## src/rtl/pipe_pkg.sv

```systemverilog
// pipe_pkg: shared types for the elastic pipeline stage register
//   pipe_state_t : occupancy of the stage (EMPTY, HALF = main only, FULL = main + skid)
//   SKID_DEPTH   : number of payload entries held by one stage
package pipe_pkg;
    typedef enum logic [1:0] {EMPTY, HALF, FULL} pipe_state_t;
    localparam int SKID_DEPTH = 2;
endpackage

```

## src/rtl/pipe_sat_counter.sv

```systemverilog
// pipe_sat_counter: saturating event counter that holds at all-ones instead of wrapping
//   CLK   in   clock, rising edge
//   nRST  in   asynchronous active-low reset, clears count
//   inc   in   count this cycle
//   count out  current count
module pipe_sat_counter #(
    parameter int CNT_W = 16
) (
    input  logic             CLK,
    input  logic             nRST,
    input  logic             inc,
    output logic [CNT_W-1:0] count
);
    logic [CNT_W-1:0] count_q, count_d;
    always_comb count_d = (inc && count_q != '1) ? count_q + 1'b1 : count_q;
    always_ff @(posedge CLK or negedge nRST)
        if (!nRST) count_q <= '0;
        else       count_q <= count_d;
    assign count = count_q;
endmodule

```

## src/rtl/pipe_stage_reg.sv

```systemverilog
// pipe_stage_reg: elastic valid/ready pipeline register with 2-entry skid buffer, flush and sticky halt
//   CLK, nRST            clock (rising edge), asynchronous active-low reset
//   flush                synchronous clear of all entries, highest priority
//   in_valid/in_ready    upstream handshake; in_ready depends on registered state only
//   in_data/in_halt      upstream payload and halt tag
//   out_valid/out_ready  downstream handshake
//   out_data/out_halt    head entry payload and halt tag (RST_DATA/0 while empty)
//   stall_cnt/bubble_cnt saturating statistics, present only when PIPE_STATS_EN is defined
module pipe_stage_reg
    import pipe_pkg::*;
#(
    parameter int                DATA_W   = 64,
    parameter int                CNT_W    = 16,
    parameter logic [DATA_W-1:0] RST_DATA = '0
) (
    input  logic              CLK,
    input  logic              nRST,
    input  logic              flush,
    input  logic              in_valid,
    output logic              in_ready,
    input  logic [DATA_W-1:0] in_data,
    input  logic              in_halt,
    output logic              out_valid,
    input  logic              out_ready,
    output logic [DATA_W-1:0] out_data,
    output logic              out_halt
`ifdef PIPE_STATS_EN
    ,
    output logic [CNT_W-1:0]  stall_cnt,
    output logic [CNT_W-1:0]  bubble_cnt
`endif
);
    pipe_state_t       state_q, state_d;
    logic [DATA_W-1:0] main_q, main_d, skid_q, skid_d;
    logic              main_halt_q, main_halt_d, skid_halt_q, skid_halt_d;
    logic              halted_q, halted_d;
    logic              push, pop;

    assign in_ready  = (state_q != FULL) & !halted_q;
    assign out_valid = state_q != EMPTY;
    assign out_data  = out_valid ? main_q : RST_DATA;
    assign out_halt  = out_valid & main_halt_q;
    assign push      = in_valid & in_ready;
    assign pop       = out_valid & out_ready;

    // The skid entry only fills when the head stalls, so in_ready never depends on out_ready.
    always_comb begin
        state_d     = state_q;
        main_d      = main_q;
        skid_d      = skid_q;
        main_halt_d = main_halt_q;
        skid_halt_d = skid_halt_q;
        halted_d    = halted_q | (push & in_halt);
        if (flush) begin
            state_d  = EMPTY;
            halted_d = 1'b0;
        end else begin
            case (state_q)
                EMPTY: if (push) begin
                    state_d     = HALF;
                    main_d      = in_data;
                    main_halt_d = in_halt;
                end
                HALF: if (push && pop) begin
                    main_d      = in_data;
                    main_halt_d = in_halt;
                end else if (push) begin
                    state_d     = FULL;
                    skid_d      = in_data;
                    skid_halt_d = in_halt;
                end else if (pop) begin
                    state_d = EMPTY;
                end
                FULL: if (pop) begin
                    state_d     = HALF;
                    main_d      = skid_q;
                    main_halt_d = skid_halt_q;
                end
                default: state_d = EMPTY;
            endcase
        end
    end

    always_ff @(posedge CLK or negedge nRST)
        if (!nRST) begin
            state_q     <= EMPTY;
            main_q      <= RST_DATA;
            skid_q      <= RST_DATA;
            main_halt_q <= 1'b0;
            skid_halt_q <= 1'b0;
            halted_q    <= 1'b0;
        end else begin
            state_q     <= state_d;
            main_q      <= main_d;
            skid_q      <= skid_d;
            main_halt_q <= main_halt_d;
            skid_halt_q <= skid_halt_d;
            halted_q    <= halted_d;
        end

`ifdef PIPE_STATS_EN
    pipe_sat_counter #(.CNT_W(CNT_W)) u_stall (
        .CLK(CLK), .nRST(nRST), .inc(out_valid & !out_ready), .count(stall_cnt)
    );
    pipe_sat_counter #(.CNT_W(CNT_W)) u_bubble (
        .CLK(CLK), .nRST(nRST), .inc(!out_valid), .count(bubble_cnt)
    );
`endif
endmodule

```

## config.mk

```make
export PLATFORM = sky130hd
export DESIGN_NAME = pipe_stage_reg
export DESIGN_NICKNAME = d
export VERILOG_FILES = /design/src/rtl/pipe_pkg.sv /design/src/rtl/pipe_sat_counter.sv /design/src/rtl/pipe_stage_reg.sv
export SDC_FILE = /design/constraint.sdc
export NUM_CORES = 1
export LEC_CHECK = 0
export ABC_AREA = 1
export CORE_UTILIZATION = 56
export CTS_BUF_LIST = sky130_fd_sc_hd__clkbuf_16
export CTS_CLUSTER_SIZE = 28
export DETAILED_ROUTE_END_ITERATION = 7
export PLACE_DENSITY = 0.9
export SKIP_LAST_GASP = 1
export SLEW_MARGIN = 20
export SYNTH_ARGS = -nofsm -noshare
export SYNTH_HDL_FRONTEND = slang
export SYNTH_SLANG_ARGS = --single-unit
```

## constraint.sdc

```tcl
create_clock -name CLK -period 4.6 [get_ports CLK]
set_input_delay 0.46 -clock CLK [delete_from_list [all_inputs] [get_ports CLK]]
set_output_delay 0.46 -clock CLK [all_outputs]
set_load 0.03 [all_outputs]
```

==> results.yml <==
critical_path:
  crit_path_max_fanout: 38
  critPathRequiredTime_ps: 4140
  crit_path_start_kind: "register"
  arrival_ps: 2900
  worstSetupEndpointType: "output port"
  critPathKind: "reg -> out"
synth:
  synth_top_area_share_pct: 50.3
  synth_nets: 1014
  syn_area_mm2: 0.00662
  avgSynthCellArea_um2: 7.01
  yosys.area.top_type: "dfrtp_1"
  synth_cells: 944
  ys_seq_elements: 133
  synth_warnings: 0
  synth_cell_type_count: 18
  seq_area_frac_synth_pct: 50.3
  ys_top_cells_by_area: "dfrtp_1 50%, nand2_1 26%, nand3_1 10%"
global_routing:
  grt.overflow.total: 0
  grt_pass1_wl_um: 29500
  first_global_vias: 6208
  grt_antenna_before_repair: 0
  grt_max_degree: 93
  grt_use_total_pct: 29.8
run_status:
  status: "completed"
floorplan:
  die_area_mm2: 0.0123
  rows: 39
  die_h_um: 111
  die_x_um: 111
  ios: 137
  core-area_mm2: 0.0115
  initial_utilization_pct: 57.7
routing:
  vias: 6477
  drt-total-wl_um: 17600
  first_pass_iters: 5
  drcViolationCount: 0
  wire_per_inst_um: 14.6
  routed_via_density: 5.39
  postRouteAntennaNets: 0
  drtIter0Drc: 660
sta:
  relSlewSlack_pct: 34.5
  finalCriticalPeriod_ps: 3360
  worstMarginPinSlew_ps: 980
  hold_viol_final: 0
  period_share_pct: 73.1
  setup_violations: 0
  finalClockSkew_ps: 6.61
  rsz0062_at_grt: "false"
  setup-tns-final_ps: 0
  fmax_mhz: 297
  drv_slew: 0
final_layout:
  seq_area_mm2: 0.00333
  fin_cells: 1201
  multiInputGateArea_mm2: 0.00276
  final_cell_mix: "462 x nand2_1, 135 x clkdlybuf4s50_1, 133 x dfrtp_1"
  final_common_cell: "nand2_1"
  n_fill_cell: 807
  n_antenna_cell: 0
  area_growth_pct: 30.1
  drive_gt1_share_pct: 4.73
  layout.nets: 1115
clocking:
  clk_latency_ps: 410
  cts_resized: 0
  postCtsSetupBuffers: 0
  clk_pin_slew_ps: 60
  htreeDepth: 4
  numCtsBuffers: 17
  cts_sinks: 133
  clockBufferDepth: 2
  cts_tree: "done"
  ctsHoldBuffers: 0
  root_buffer: "clkbuf_16"
place:
  gp_congestion: 0.820
  port_buffers: 136
  detailed_place_hpwl_um: 10100
  placedCellCount: 1169
power:
  power_density_mw_per_mm2: 559
  p_leak_nw: 4.61
  ir_worst_vdd_mv: 0.274
min_path:
  hold_path_class: "in -> async"
flow_run:
  cap_violations: 0
logic make-up (layout without fill, tap and decap cells):
group,after synthesis,after routing,share of synthesized area (%)
AO/OA/AOI/OAI,7,7,0.661
buffers and inverters,137,251,8.49
flip-flops,133,133,50.3
AND/OR/NAND/NOR,667,667,40.6
path summary, 6_finish.rpt:
check                            from           to  slack [ps]  cells after the start
max                        state_q[1]  out_data[0]        1240                      4
min                              nRST   main_q[38]         100                      1
max reg2reg                state_q[0]   main_q[27]        1630                      8
min reg2reg                 main_q[9]    main_q[9]         470                      2
max in group asynchronous        nRST   main_q[32]        3390                      2
min in group CLK            main_q[9]    main_q[9]         470                      2
routing by layer:
metal	wire length (µm)	track usage (%)	share of wire (%)
met5	0	0	0
met4	469	12.5	2.7
met3	1280	4.16	7.3
met2	8800	48.5	50
met1	7050	40.4	40
power by group:
part	switching, mW	leakage, nW	internal (mW)
Clock	0.504	0.301	0.955
Sequential	0.284	1.67	1.67
Combinational	0.886	2.64	0.518
per-stage QoR:
stage | power, mW | setup WS, ps | hold slack (ps) | utilization, % | instance area [µm²]
after floorplan | 2.81 | 2730 | 164 | - | 6620
after global placement | 3.27 | 1740 | 453 | 69.5 | 7970
after detailed placement | 3.33 | 1700 | 458 | 69.5 | 7970
after CTS | 4.82 | 1270 | 151 | 75.1 | 8610
after global routing | 5.09 | 1140 | 188 | 75.1 | 8610
final | 4.81 | 1240 | 96.2 | 75.1 | 8610
area by class of cell:
type                    count  area share (%)
flip-flops and latches    133            38.7
multi-input cells         674            32.0
repair buffers            145            16.6
clock buffers              17            4.94
inverters                  74            3.24
clock inverters            15            2.46
well taps                 143            2.08
critical path, stage by stage (launching register included):
cell and delay (ps):
dfrtp_1 460, nor2_4 800, buf_4 470, nor2_1 130, clkdlybuf4s50_1 620
sequential cells by signal (all words and copies together), names as in the netlist:
| name | count |
|---|---|
| main_q | 64 |
| skid_q | 64 |
| state_q | 2 |
| halted_q | 1 |
| main_halt_q | 1 |
| skid_halt_q | 1 |
Yosys cell counts, drive strengths merged:
library cell / instances
a21oi: 4
buf: 46
clkbuf: 17
dfrtp: 133
inv: 74
nand2: 466
nand3: 133
nor2: 67
nor3: 1
o211ai: 1
o21ai: 1
o31ai: 1
Power figures use the tool's default switching activity.
